===== src/rtl/pipe_ctrl_pkg.sv =====
// Shared encodings for the MIPS pipeline-control sequencer: FSM states,
// opcode/funct constants and small instruction-decode helpers.
package pipe_ctrl_pkg;

  localparam int CNT_W = 4;

  typedef enum logic [1:0] {
    RUN   = 2'd0,
    STALL = 2'd1,
    FLUSH = 2'd2
  } ctrl_state_t;

  localparam logic [5:0] RTYPE    = 6'b000000;
  localparam logic [5:0] J        = 6'b000010;
  localparam logic [5:0] JAL      = 6'b000011;
  localparam logic [5:0] BEQ      = 6'b000100;
  localparam logic [5:0] BNE      = 6'b000101;
  localparam logic [5:0] SW       = 6'b101011;
  localparam logic [5:0] SH       = 6'b101001;
  localparam logic [5:0] SB       = 6'b101000;
  localparam logic [5:0] JR_FUNCT = 6'b001000;

  // Instructions that read rt as a source operand (R-type, branches, stores).
  function automatic logic op_uses_rt(input logic [5:0] opcode);
    return (opcode == RTYPE) || (opcode == BEQ) || (opcode == BNE) ||
           (opcode == SW) || (opcode == SH) || (opcode == SB);
  endfunction

  function automatic logic is_jump(input logic [5:0] opcode, input logic [5:0] funct);
    return (opcode == J) || (opcode == JAL) ||
           ((opcode == RTYPE) && (funct == JR_FUNCT));
  endfunction

endpackage


===== src/rtl/hazard_flush_ctrl_if.sv =====
// Bundle between the pipeline datapath (master) and the hazard/flush
// sequencer (slave): hazard inputs, pipeline-register controls, perf counters.
interface hazard_flush_ctrl_if;

  logic [31:0] id_instr;
  logic        ex_mem_read;
  logic [4:0]  ex_rt;
  logic        branch_taken;
  logic        perf_clear;

  logic        pc_write;
  logic        if_id_write;
  logic        if_id_flush;
  logic        id_ex_flush;
  logic [1:0]  ctrl_state;
  logic [31:0] stall_cycles;
  logic [31:0] flush_cycles;

  modport master (
    output id_instr, ex_mem_read, ex_rt, branch_taken, perf_clear,
    input  pc_write, if_id_write, if_id_flush, id_ex_flush,
           ctrl_state, stall_cycles, flush_cycles
  );

  modport slave (
    input  id_instr, ex_mem_read, ex_rt, branch_taken, perf_clear,
    output pc_write, if_id_write, if_id_flush, id_ex_flush,
           ctrl_state, stall_cycles, flush_cycles
  );

endinterface


===== src/rtl/sat_counter32.sv =====
// 32-bit event counter that sticks at all-ones; clear wins over increment.
module sat_counter32 (
  input  logic        Clk,
  input  logic        Reset,
  input  logic        clear,
  input  logic        inc,
  output logic [31:0] count
);

  function automatic logic [31:0] sat_inc(input logic [31:0] v);
    return (v == 32'hFFFF_FFFF) ? v : v + 32'd1;
  endfunction

  always_ff @(posedge Clk or posedge Reset) begin
    if (Reset) begin
      count <= '0;
    end else if (clear) begin
      count <= '0;
    end else if (inc) begin
      count <= sat_inc(count);
    end
  end

endmodule


===== src/rtl/hazard_flush_ctrl.sv =====
// Pipeline-control sequencer: load-use stalls, jump flushes and taken-branch
// flushes with zero-latency combinational controls and saturating perf counters.
module hazard_flush_ctrl
  import pipe_ctrl_pkg::*;
#(
  parameter int LOAD_STALL   = 1,
  parameter int JUMP_FLUSH   = 1,
  parameter int BRANCH_FLUSH = 1
) (
  input logic              Clk,
  input logic              Reset,
  hazard_flush_ctrl_if.slave bus
);

  localparam logic [CNT_W-1:0] LOAD_RELOAD   = CNT_W'(LOAD_STALL - 1);
  localparam logic [CNT_W-1:0] JUMP_RELOAD   = CNT_W'(JUMP_FLUSH - 1);
  localparam logic [CNT_W-1:0] BRANCH_RELOAD = CNT_W'(BRANCH_FLUSH - 1);

  logic [5:0] opcode;
  logic [5:0] funct;
  logic [4:0] id_rs;
  logic [4:0] id_rt;
  logic       uses_rt;
  logic       jump;
  logic       load_use;
  logic       unused_imm;

  ctrl_state_t      state, state_nxt;
  logic [CNT_W-1:0] cnt, cnt_nxt;

  logic pc_write;
  logic if_id_write;
  logic if_id_flush;
  logic id_ex_flush;
  logic stall_inc;
  logic [31:0] stall_cycles;
  logic [31:0] flush_cycles;

  assign opcode     = bus.id_instr[31:26];
  assign funct      = bus.id_instr[5:0];
  assign id_rs      = bus.id_instr[25:21];
  assign id_rt      = bus.id_instr[20:16];
  assign unused_imm = ^bus.id_instr[15:6];

  assign uses_rt  = op_uses_rt(opcode);
  assign jump     = is_jump(opcode, funct);
  // $zero is never a real dependency, so a load targeting it cannot hazard.
  assign load_use = bus.ex_mem_read && (bus.ex_rt != 5'd0) &&
                    ((bus.ex_rt == id_rs) || (uses_rt && (bus.ex_rt == id_rt)));

  always_comb begin
    pc_write    = 1'b1;
    if_id_write = 1'b1;
    if_id_flush = 1'b0;
    id_ex_flush = 1'b0;
    state_nxt   = state;
    cnt_nxt     = cnt;

    case (state)
      RUN, STALL, FLUSH: begin
        if (bus.branch_taken) begin
          // A taken branch kills both younger stages no matter what else is pending.
          if_id_flush = 1'b1;
          id_ex_flush = 1'b1;
          if (BRANCH_FLUSH > 1) begin
            state_nxt = FLUSH;
            cnt_nxt   = BRANCH_RELOAD;
          end else begin
            state_nxt = RUN;
            cnt_nxt   = '0;
          end
        end else if (state == FLUSH) begin
          if_id_flush = 1'b1;
          id_ex_flush = 1'b1;
          if (cnt <= CNT_W'(1)) begin
            state_nxt = RUN;
            cnt_nxt   = '0;
          end else begin
            cnt_nxt = cnt - CNT_W'(1);
          end
        end else if (state == STALL) begin
          pc_write    = 1'b0;
          if_id_write = 1'b0;
          id_ex_flush = 1'b1;
          if (cnt <= CNT_W'(1)) begin
            state_nxt = RUN;
            cnt_nxt   = '0;
          end else begin
            cnt_nxt = cnt - CNT_W'(1);
          end
        end else if (jump) begin
          // The jump itself proceeds into ID_EX; only the fetched successor dies.
          if_id_flush = 1'b1;
          if (JUMP_FLUSH > 1) begin
            state_nxt = FLUSH;
            cnt_nxt   = JUMP_RELOAD;
          end
        end else if (load_use) begin
          pc_write    = 1'b0;
          if_id_write = 1'b0;
          id_ex_flush = 1'b1;
          if (LOAD_STALL > 1) begin
            state_nxt = STALL;
            cnt_nxt   = LOAD_RELOAD;
          end
        end
      end
      default: begin
        state_nxt = RUN;
        cnt_nxt   = '0;
      end
    endcase
  end

  always_ff @(posedge Clk or posedge Reset) begin
    if (Reset) begin
      state <= RUN;
      cnt   <= '0;
    end else begin
      state <= state_nxt;
      cnt   <= cnt_nxt;
    end
  end

  assign stall_inc = ~pc_write;

  sat_counter32 u_stall_cnt (
    .Clk   (Clk),
    .Reset (Reset),
    .clear (bus.perf_clear),
    .inc   (stall_inc),
    .count (stall_cycles)
  );

  sat_counter32 u_flush_cnt (
    .Clk   (Clk),
    .Reset (Reset),
    .clear (bus.perf_clear),
    .inc   (if_id_flush),
    .count (flush_cycles)
  );

  assign bus.pc_write     = pc_write;
  assign bus.if_id_write  = if_id_write;
  assign bus.if_id_flush  = if_id_flush;
  assign bus.id_ex_flush  = id_ex_flush;
  assign bus.ctrl_state   = state;
  assign bus.stall_cycles = stall_cycles;
  assign bus.flush_cycles = flush_cycles;

endmodule


===== src/flat_wrapper.sv =====
// flat-port wrapper written by rule: the top's interface ports become plain ports
module hazard_flush_ctrl_flat import pipe_ctrl_pkg::*;
#(
  parameter int LOAD_STALL   = 1,
  parameter int JUMP_FLUSH   = 1,
  parameter int BRANCH_FLUSH = 1
)
  (Clk, Reset, bus_id_instr, bus_ex_mem_read, bus_ex_rt, bus_branch_taken, bus_perf_clear, bus_pc_write, bus_if_id_write, bus_if_id_flush, bus_id_ex_flush, bus_ctrl_state, bus_stall_cycles, bus_flush_cycles);
  hazard_flush_ctrl_if bus_i ();
  input logic Clk;
  input logic Reset;
  input wire logic [$bits(bus_i.id_instr)-1:0] bus_id_instr;
  input wire logic [$bits(bus_i.ex_mem_read)-1:0] bus_ex_mem_read;
  input wire logic [$bits(bus_i.ex_rt)-1:0] bus_ex_rt;
  input wire logic [$bits(bus_i.branch_taken)-1:0] bus_branch_taken;
  input wire logic [$bits(bus_i.perf_clear)-1:0] bus_perf_clear;
  output wire logic [$bits(bus_i.pc_write)-1:0] bus_pc_write;
  output wire logic [$bits(bus_i.if_id_write)-1:0] bus_if_id_write;
  output wire logic [$bits(bus_i.if_id_flush)-1:0] bus_if_id_flush;
  output wire logic [$bits(bus_i.id_ex_flush)-1:0] bus_id_ex_flush;
  output wire logic [$bits(bus_i.ctrl_state)-1:0] bus_ctrl_state;
  output wire logic [$bits(bus_i.stall_cycles)-1:0] bus_stall_cycles;
  output wire logic [$bits(bus_i.flush_cycles)-1:0] bus_flush_cycles;
  assign bus_i.id_instr = bus_id_instr;
  assign bus_i.ex_mem_read = bus_ex_mem_read;
  assign bus_i.ex_rt = bus_ex_rt;
  assign bus_i.branch_taken = bus_branch_taken;
  assign bus_i.perf_clear = bus_perf_clear;
  assign bus_pc_write = bus_i.pc_write;
  assign bus_if_id_write = bus_i.if_id_write;
  assign bus_if_id_flush = bus_i.if_id_flush;
  assign bus_id_ex_flush = bus_i.id_ex_flush;
  assign bus_ctrl_state = bus_i.ctrl_state;
  assign bus_stall_cycles = bus_i.stall_cycles;
  assign bus_flush_cycles = bus_i.flush_cycles;
  hazard_flush_ctrl #(.LOAD_STALL(LOAD_STALL), .JUMP_FLUSH(JUMP_FLUSH), .BRANCH_FLUSH(BRANCH_FLUSH)) u_core (.Clk(Clk), .Reset(Reset), .bus(bus_i));
endmodule

===== config.mk =====
export PLATFORM = sky130hd
export DESIGN_NAME = hazard_flush_ctrl_flat
export DESIGN_NICKNAME = d
export VERILOG_FILES = /design/src/rtl/pipe_ctrl_pkg.sv /design/src/rtl/hazard_flush_ctrl_if.sv /design/src/rtl/sat_counter32.sv /design/src/rtl/hazard_flush_ctrl.sv /design/src/flat_wrapper.sv
export SDC_FILE = /design/constraint.sdc
export NUM_CORES = 1
export LEC_CHECK = 0
export CAP_MARGIN = 10
export CORE_ASPECT_RATIO = 1.2
export CORE_MARGIN = 2
export CORE_UTILIZATION = 35
export DETAILED_ROUTE_END_ITERATION = 16
export PLACE_DENSITY = 0.66
export RECOVER_POWER = 100
export REMOVE_ABC_BUFFERS = 1
export SETUP_SLACK_MARGIN = 0.02
export SYNTH_ARGS = -nofsm -noshare
export SYNTH_HDL_FRONTEND = slang
export SYNTH_SLANG_ARGS = --single-unit

===== constraint.sdc =====
create_clock -name Clk -period 4.53 [get_ports Clk]
set_input_delay 0.906 -clock Clk [delete_from_list [all_inputs] [get_ports Clk]]
set_output_delay 0.906 -clock Clk [all_outputs]
set_load 0.05 [all_outputs]

* Word level (Yosys, flattened, before mapping) *
Index checks and enable logic that the tools add are counted.
W data, S select, Z words.

storage, ports and cells
  register bits after elaboration = 70
  input bits = 42
  output and inout port bits = 70
  word-level logic and storage cells = 78

cells by class
  $add $sub $neg = 3
  order comparisons = 1
  equality and inequality tests = 18
  mux-type cells = 33
  reductions and logical operators = 19

operators with widths
  kind                     number
  $mux W32                 6
  $add A32 B1 Y32 const B  2
  $eq A32 B32 Y1 const B   2
  $mux W4                  5
  $eq A6 B6 Y1 const B     3
  $mux W1                  17
  $eq A6 B2 Y1 const B     2
  $eq A6 B3 Y1 const B     2
  $eq A5 B5 Y1             2
  $mux W2                  5
  $logic_or A1 B1 Y1       8
  $eq A6 B4 Y1 const B     1
  $logic_not A6 Y1         1
  $ne A2 B2 Y1 const B     3
  $reduce_bool A5 Y1       1
  $le A4 B1 Y1 const B     1
  $logic_and A1 B1 Y1      4
  $ne A4 B2 Y1 const B     1
  $reduce_and A2 Y1        2
  $sub A4 B1 Y4 const B    1
  $reduce_or A3 Y1         1
  $eq A2 B1 Y1 const B     1
  $eq A2 B2 Y1 const B     1
  $logic_not A2 Y1         1
  $reduce_bool A2 Y1       1

* Longest topological paths before layout *
Gate-level depths: netlist of the first run.

  depth after elaboration = 17
  gate-level depth with buffers = 10
  depth with buffers taken out = 9

* Hierarchy *
Synthesis of the first run repeated with hierarchy kept, for this count alone.

second synthesis, totals
  cell total of the unflattened synthesis = 446
  area, all modules = 4038.9 µm²

modules (own cells, without submodules)
  module                               instances  cells an instance  area an instance (µm²)  seq. area each (µm²)
  sat_counter32 at u_core.u_stall_cnt  1          203                1918.1                  800.8
  sat_counter32 at u_core.u_flush_cnt  1          206                1863.0                  800.8
  hazard_flush_ctrl                    1          37                 257.7                   0.0

* Worst setup path before layout of the first run *
No wires, ideal clock.

  path kind = input -> output
  start = input port bus_ex_rt[0]
  end = output port bus_pc_write
  arrival time = 2571 ps
  data required time = 3624 ps
  path slack = 1053 ps
  stages on the path = 8
  path buffers = 2
  cell sequence = or4_1 > o21ai_2 > nor4_2 > nor2_4 > nor2_4 > inv_4 > buf_4 > buf_4

on the way
  longest elaborated chain between the ends = 10
  elaborated cells on any way between the ends = 13
  classes of those cells = eq/ne (2); mux (6); reduce/logical (5)

RTL lines
  element                   RTL line                 source
  start: declaration        flat_wrapper.sv:14       input wire logic [$bits(bus_i.ex_rt)-1:0] bus_ex_rt;
  $eq A5 B5 Y1              hazard_flush_ctrl.sv:49  ((bus.ex_rt == id_rs) || (uses_rt && (bus.ex_rt == id_rt)));
  $logic_and A1 B1 Y1       hazard_flush_ctrl.sv:49
  $logic_or A1 B1 Y1        hazard_flush_ctrl.sv:49
  $logic_and A1 B1 Y1 (*)   hazard_flush_ctrl.sv:48  assign load_use = bus.ex_mem_read && (bus.ex_rt != 5'd0) &&
  $mux W1 (*) (6 in a row)  -
  end: declaration          flat_wrapper.sv:17       output wire logic [$bits(bus_i.pc_write)-1:0] bus_pc_write;

Mark *: on every way between the ends. The rest lies on a longest branch, timed or not.

* Worst setup path in the final report of the first run *
  start = input port bus_ex_rt[0]
  end = output port bus_id_ex_flush

on the way
  longest elaborated chain between the ends = 10
  elaborated cells on any way between the ends = 13
  classes of those cells = eq/ne (2); mux (6); reduce/logical (5)

RTL lines
  element                  RTL line                 source
  $eq A5 B5 Y1             hazard_flush_ctrl.sv:49
  $logic_and A1 B1 Y1      hazard_flush_ctrl.sv:49
  $logic_or A1 B1 Y1       hazard_flush_ctrl.sv:49
  $logic_and A1 B1 Y1 (*)  hazard_flush_ctrl.sv:48
  $mux W1 (*)              hazard_flush_ctrl.sv:98  end else if (load_use) begin
  $mux W1 (*)              hazard_flush_ctrl.sv:91  end else if (jump) begin
  $mux W1 (*)              hazard_flush_ctrl.sv:81  end else if (state == STALL) begin
  $mux W1 (*)              hazard_flush_ctrl.sv:72  end else if (state == FLUSH) begin
  $mux W1 (*)              hazard_flush_ctrl.sv:61  if (bus.branch_taken) begin
  $mux W1 (*)              hazard_flush_ctrl.sv:59  case (state)
  end: declaration         flat_wrapper.sv:20       output wire logic [$bits(bus_i.id_ex_flush)-1:0] bus_id_ex_flush;

Marks and branches as above.

==> results.toml, run 1 <==
[die]
rows = 41
die_x_um = 98.62
die_h_um = 117.5
core_um2 = 10520
dieArea_um2 = 11590
boundaryPins = 112
start_util = 0.3575

[critical_path]
cp.depth = 7
cpMaxStageDelayCell = "clkdlybuf4s50_1"
critical_path.max_stage_delay_ps = 720
reg2reg_depth = 7
crit_family = "buffers and inverters"
crit_arrival_ps = 3240
cp.required_ps = 3620
cp_cell_sequence = "dlygate4sd3_1 -> or4_1 -> o21ai_2 -> nor4_1 -> nor2_4 -> o21bai_1 -> clkdlybuf4s50_1"
crit_type = "in2out"
cp-end-kind = "primary output"
path_max_fanout = 3
crit_path_start_kind = "input pin"
critPathBufInv = 2

[yosys]
netlist_top_cells_area = "dfrtp_1 43%, xnor2_1 11%, nor2_1 7.2%"
async_flop_share = 1.000
synth_seq_cells = 64
syn_area_um2 = 3760
synth.distinct_cells = 50
yosys_warnings = 0
synth_seq_area_share = 0.4260
synth-edff-count = 0
post-synth-top-area-fraction = 0.4260
synth.avg_cell_area_um2 = 9.284
syn_inst = 405
synth_area_leader_cell = "dfrtp_1"
synth-main-ff-cell = "dfrtp_1"

[run_status]
violations = "capacitance limit, slew limit"
outcome = "complete, but fails checks"

[global_routing]
grt_util_all_layers = 0.1646
grt_max_degree = 44
antenna_found_initial = 0
met3_usage = 0.03385
met2_usage = 0.2687
grt_overflow = 0
gr-usage-met1 = 0.2174
top_usage_layer = "met2"
grt_first_pass_wirelength_um = 15610
grt_pass1_vias = 3093

[hold_path]
hold_class = "reg2reg"
whs_path_depth = 2

[placement]
globalplace.congestion = 0.7845
portBuffers = 99
dp_worst_setup_slack_ps = 499.2
dpl.hpwl_um = 6776

[timing]
fin_skew_ps = 6.934
period_needed_ps = 4144
worst_slew_pin_slew_ps = 1646
rsz0062_at_grt = "no"
fmax_mhz = 241.3
finalSetupTns_ps = 0
setup_viol = 0
fin_ws_ps = 385.8
hold_viol = 0
slew_headroom = -0.09856
maxSlewViolCount = 44
min_period_over_period = 0.9148
holdWs_ps = 563.4

[power_and_ir_drop]
p_leak_nw = 2.124
p_comb_frac = 0.075
pwr-share-seq = 0.428
p_sw_frac = 0.2360
clock_power_share = 0.497
switchingPower_mw = 0.3180
internal-power_mw = 1.029
powerDensity_nw_per_um2 = 266.2
ir_worst_vdd_v = 0.0001408

[cts]
cts_root_buffer = "clkbuf_16"
cts_max_path_buffers = 2
cts.sinks = 64
cts_buffers = 9
clk_latency_ps = 320
postCtsResizedCells = 0
clk_pin_slew_ps = 50
post-cts-setup-buffers = 0
cts_tree = "yes"
ctsHoldBuffers = 0
cts_max_level = 3

[final_layout]
syn2layout_area_growth_pct = 34.61
register_area_um2 = 1602
final_cell_mix = "73 x nor2_1, 67 x dlygate4sd3_1, 64 x dfrtp_1, 49 x xnor2_1, 29 x clkdlybuf4s50_1"
layout_commonest_cell = "nor2_1"
finalNetCount = 548
drive_gt1_frac = 0.06090
multi_input_area_um2 = 1926
fillerInstances = 989
num_antenna_cells = 0

[drt]
vias_per_cell = 5.064
ant_nets = 0
drtPass1Iterations = 6
drc_errors = 0
drtIter0Drc = 67
vias = 3231
totalWireLength_um = 9310
wl_per_cell_um = 14.59

[job]
cap_viol_max_count = 1
==> stage by stage <==
step | cell area [µm²] | total power [mW] | cells | utilization
after floorplan | 3669 | 0.6359 | 389 | -
after global routing | 5061 | 1.404 | 638 | 0.4813
after detailed placement | 4873 | 0.6939 | 622 | 0.4634
after global placement | 4873 | 0.6920 | 622 | 0.4634
final | 5061 | 1.347 | 638 | 0.4813
after CTS | 5167 | 1.368 | 638 | 0.4914
==> worst paths after layout <==
path / slack [ps] / from / to
min in group asynchronous: 1540 / Reset / u_core.u_flush_cnt.count[22]
setup / recovery: 390 / bus_ex_rt[0] / bus_id_ex_flush
max in group asynchronous: 1170 / Reset / u_core.u_stall_cnt.count[19]
hold reg to reg: 560 / u_core.u_stall_cnt.count[28] / u_core.u_stall_cnt.count[28]
setup reg to reg: 1650 / u_core.u_flush_cnt.count[8] / u_core.u_flush_cnt.count[15]
hold / removal: 560 / u_core.u_stall_cnt.count[28] / u_core.u_stall_cnt.count[28]
==> routing by layer <==
metal  routed length (µm)  vias to the layer above
met5                    0                        -
met3                  309                       16
met1                 4055                     1547
li1                     -                     1592
met4                  182                        0
met2                 4762                       76
==> power by group through the flow <==
stage	clock, mW	sequential [mW]	combinational (mW)
after floorplan	0	0.593	0.0425
after global placement	0	0.587	0.105
after detailed placement	0	0.587	0.107
after CTS	0.684	0.576	0.107
after global routing	0.717	0.576	0.111
final	0.669	0.576	0.102
==> kinds of logic (layout without fill, tap and decap cells) <==
logic type / count (synthesis) / in the layout / share of synthesized area
AO/OA/AOI/OAI: 23 / 23 / 0.04027
adder cells (fa/ha/maj): 2 / 2 / 0.006655
XOR/XNOR: 63 / 63 / 0.1468
buffers and inverters: 28 / 131 / 0.03694
multiplexers: 3 / 3 / 0.008984
flip-flops: 64 / 64 / 0.4260
other: 1 / 2 / 0.0009974
AND/OR/NAND/NOR: 221 / 221 / 0.3334
==> synthesized netlist by cell type (2+ instances only) <==
library cell,count
clkbuf_1,7
or2_1,2
inv_1,8
inv_2,2
dfrtp_1,64
nor3_1,21
nor4bb_1,2
nand4_1,18
a21oi_1,7
and3_1,10
ha_1,2
nor2_4,3
mux2_1,3
buf_4,5
o21ai_1,2
or3_1,4
nor2b_1,4
and2_1,2
nor4_1,5
xor2_1,14
and4_1,5
nand3_1,25
nor4_2,12
o21ai_0,4
nand2_1,25
buf_2,4
nor3_2,2
nor2_1,72
nor4b_1,2
xnor2_1,49
==> registers in the layout, summed over array words and instances (netlist names) <==
signal                    cells
u_core.u_flush_cnt.count     32
u_core.u_stall_cnt.count     32
==> cell type report <==
class,instances,area share
multi-input combinational,314,0.3805
sequential,64,0.3164
timing repair buffer,104,0.2047
clock buffer,12,0.05266
tap,129,0.03189
inverter,11,0.008405
clock inverter,4,0.005439
==> worst register-to-register path: cells and delay by family (launching register included) <==
kind | cells | cell delay (ps)
AO/OA/AOI/OAI | 1 | 970
XOR/XNOR | 1 | 210
flip-flops | 1 | 430
AND/OR/NAND/NOR | 5 | 1160
(Power assumes the default switching activity.)
==> inputs of run 2 (changes only) <==
DONT_BUFFER_PORTS = 1   (was default)
PLACE_DENSITY = 0.53   (was 0.66)
==> results.toml, run 2 (synthesized netlist as in run 1, its figures left out) <==
[cts]
cts_tree = "yes"
cts_buffers = 9
cts_root_buffer = "clkbuf_16"
cts_max_level = 3
post-cts-setup-buffers = 0
clk_pin_slew_ps = 50
postCtsResizedCells = 0
ctsHoldBuffers = 0
clk_latency_ps = 330
cts.sinks = 64
cts_max_path_buffers = 2

[power_and_ir_drop]
powerDensity_nw_per_um2 = 328.5
ir_worst_vdd_v = 0.0001521
p_leak_nw = 1.493

[timing]
period_needed_ps = 3685
fmax_mhz = 271.4
hold_viol = 0
rsz0062_at_grt = "no"
worst_slew_pin_slew_ps = 1662
slew_headroom = -0.1093
fin_skew_ps = 9.326
finalSetupTns_ps = 0
maxSlewViolCount = 44
min_period_over_period = 0.8134
setup_viol = 0

[die]
dieArea_um2 = 11590
core_um2 = 10520
die_x_um = 98.62
boundaryPins = 112
die_h_um = 117.5
start_util = 0.3575
rows = 41

[critical_path]
reg2reg_depth = 8
cp_cell_sequence = "or4_1 -> o21ai_2 -> nor4_1 -> nor2_1 -> nor2_4 -> inv_4"
crit_type = "in2out"
crit_family = "simple AND/OR/NAND/NOR gates"
cp-end-kind = "primary output"
crit_path_start = "bus_ex_rt[0]"
critical_path.max_stage_delay_ps = 580
cp.required_ps = 3620
crit_path_start_kind = "input pin"
r2r_setup_slack_ps = 940
r2r_start = "u_core.u_stall_cnt.count[2]"
path_max_fanout = 24
cpMaxStageDelayCell = "nor2_1"
critPathBufInv = 1
crit_arrival_ps = 2780
worstReg2RegEnd = "u_core.u_stall_cnt.count[25]"

[drt]
drc_errors = 0
totalWireLength_um = 9017
ant_nets = 0
vias = 2853
drtIter0Drc = 82
drtPass1Iterations = 4
wl_per_cell_um = 16.82
vias_per_cell = 5.323

[run_status]
outcome = "complete, but fails checks"
violations = "capacitance limit, slew limit"

[global_routing]
grt_overflow = 0
grt_pass1_vias = 2847
grt_max_degree = 69
antenna_found_initial = 0
grt_util_all_layers = 0.1581
grt_first_pass_wirelength_um = 14950

[job]
cap_viol_max_count = 1

[final_layout]
final_cell_mix = "74 x nor2_1, 64 x dfrtp_1, 49 x xnor2_1, 25 x nand3_1, 25 x nand2_1"
final_cells = 536
fin_area_um2 = 4030
syn2layout_area_growth_pct = 7.188
fillerInstances = 1078
finalNetCount = 447
layout_commonest_cell = "nor2_1"
utilization = 0.3832
top_regs = "u_core.u_flush_cnt.count x32, u_core.u_stall_cnt.count x32"
num_antenna_cells = 0
drive_gt1_frac = 0.05897

[placement]
placed_area_um2 = 3852
dpl.hpwl_um = 6261
globalplace.congestion = 0.7673
place_inst = 521
portBuffers = 0

[hold_path]
min_from = "bus_perf_clear"
hold_class = "in2reg"
whs_path_depth = 1
whs_endpoint = "u_core.u_stall_cnt.count[28]"
==> run 2: changes by cell type in the layout (fill, tap and decap cells not counted), moves of 2 or more <==
cell / delta
nor4_2: +2
nor4_1: -2
dlygate4sd3_1: -67
buf_4: -3
clkdlybuf4s50_1: -29
buf_12: -2
clkbuf_8: -2
==> run 2: worst max path at each step <==
stage | endpoint | cells past startpoint | slack (ps)
after CTS | bus_pc_write | 6 | 1070
after global placement | bus_pc_write | 6 | 1080
final | bus_pc_write | 6 | 850
after global routing | bus_pc_write | 6 | 660
after floorplan | bus_id_ex_flush | 5 | 1190
after detailed placement | bus_pc_write | 6 | 1070
==> run 2: power breakdown <==
part           internal, mW  leakage, nW  total, mW  switching (mW)
Combinational        0.0138        0.463     0.0491          0.0353
Sequential            0.574        0.893      0.584          0.0102
Clock                 0.436        0.137      0.691           0.254
==> run 2: cell type report <==
cell class,count,area [µm²],area share
Clock buffer,10,239.0,0.05930
Tap cell,129,161.4,0.04005
Timing Repair Buffer,3,11.26,0.002794
Sequential cell,64,1602,0.3974
Clock inverter,5,57.56,0.01428
Inverter,11,43.79,0.01087
Multi-Input combinational cell,314,1916,0.4753
==> run 2: worst register-to-register path: stages (launching register included) <==
cell and delay [ps]:
dfrtp_1 720, nand4_1 350, nor4_1 520, and3_1 230, clkbuf_1 680, nand4b_1 330
nor2_1 160, nand3_1 160, mux2_1 330
==> run 2: metal layers <==
metal | GRT usage | vias up | share of wire
met4 | 0.05394 | 0 | 0.011
met1 | 0.1926 | 1371 | 0.43
met2 | 0.2594 | 80 | 0.49
met3 | 0.05523 | 8 | 0.068
met5 | 0 | - | 0
li1 | - | 1394 | -
==> run 2: stage by stage <==
stage	total power, mW	setup slack (ps)	hold WS, ps
global route	1.371	662.6	632.0
finish	1.324	845.2	650.3
floorplan	0.6359	1191	779.4
CTS	1.344	1065	629.2
global placement	0.6465	1079	809.4
detailed placement	0.6476	1071	818.2
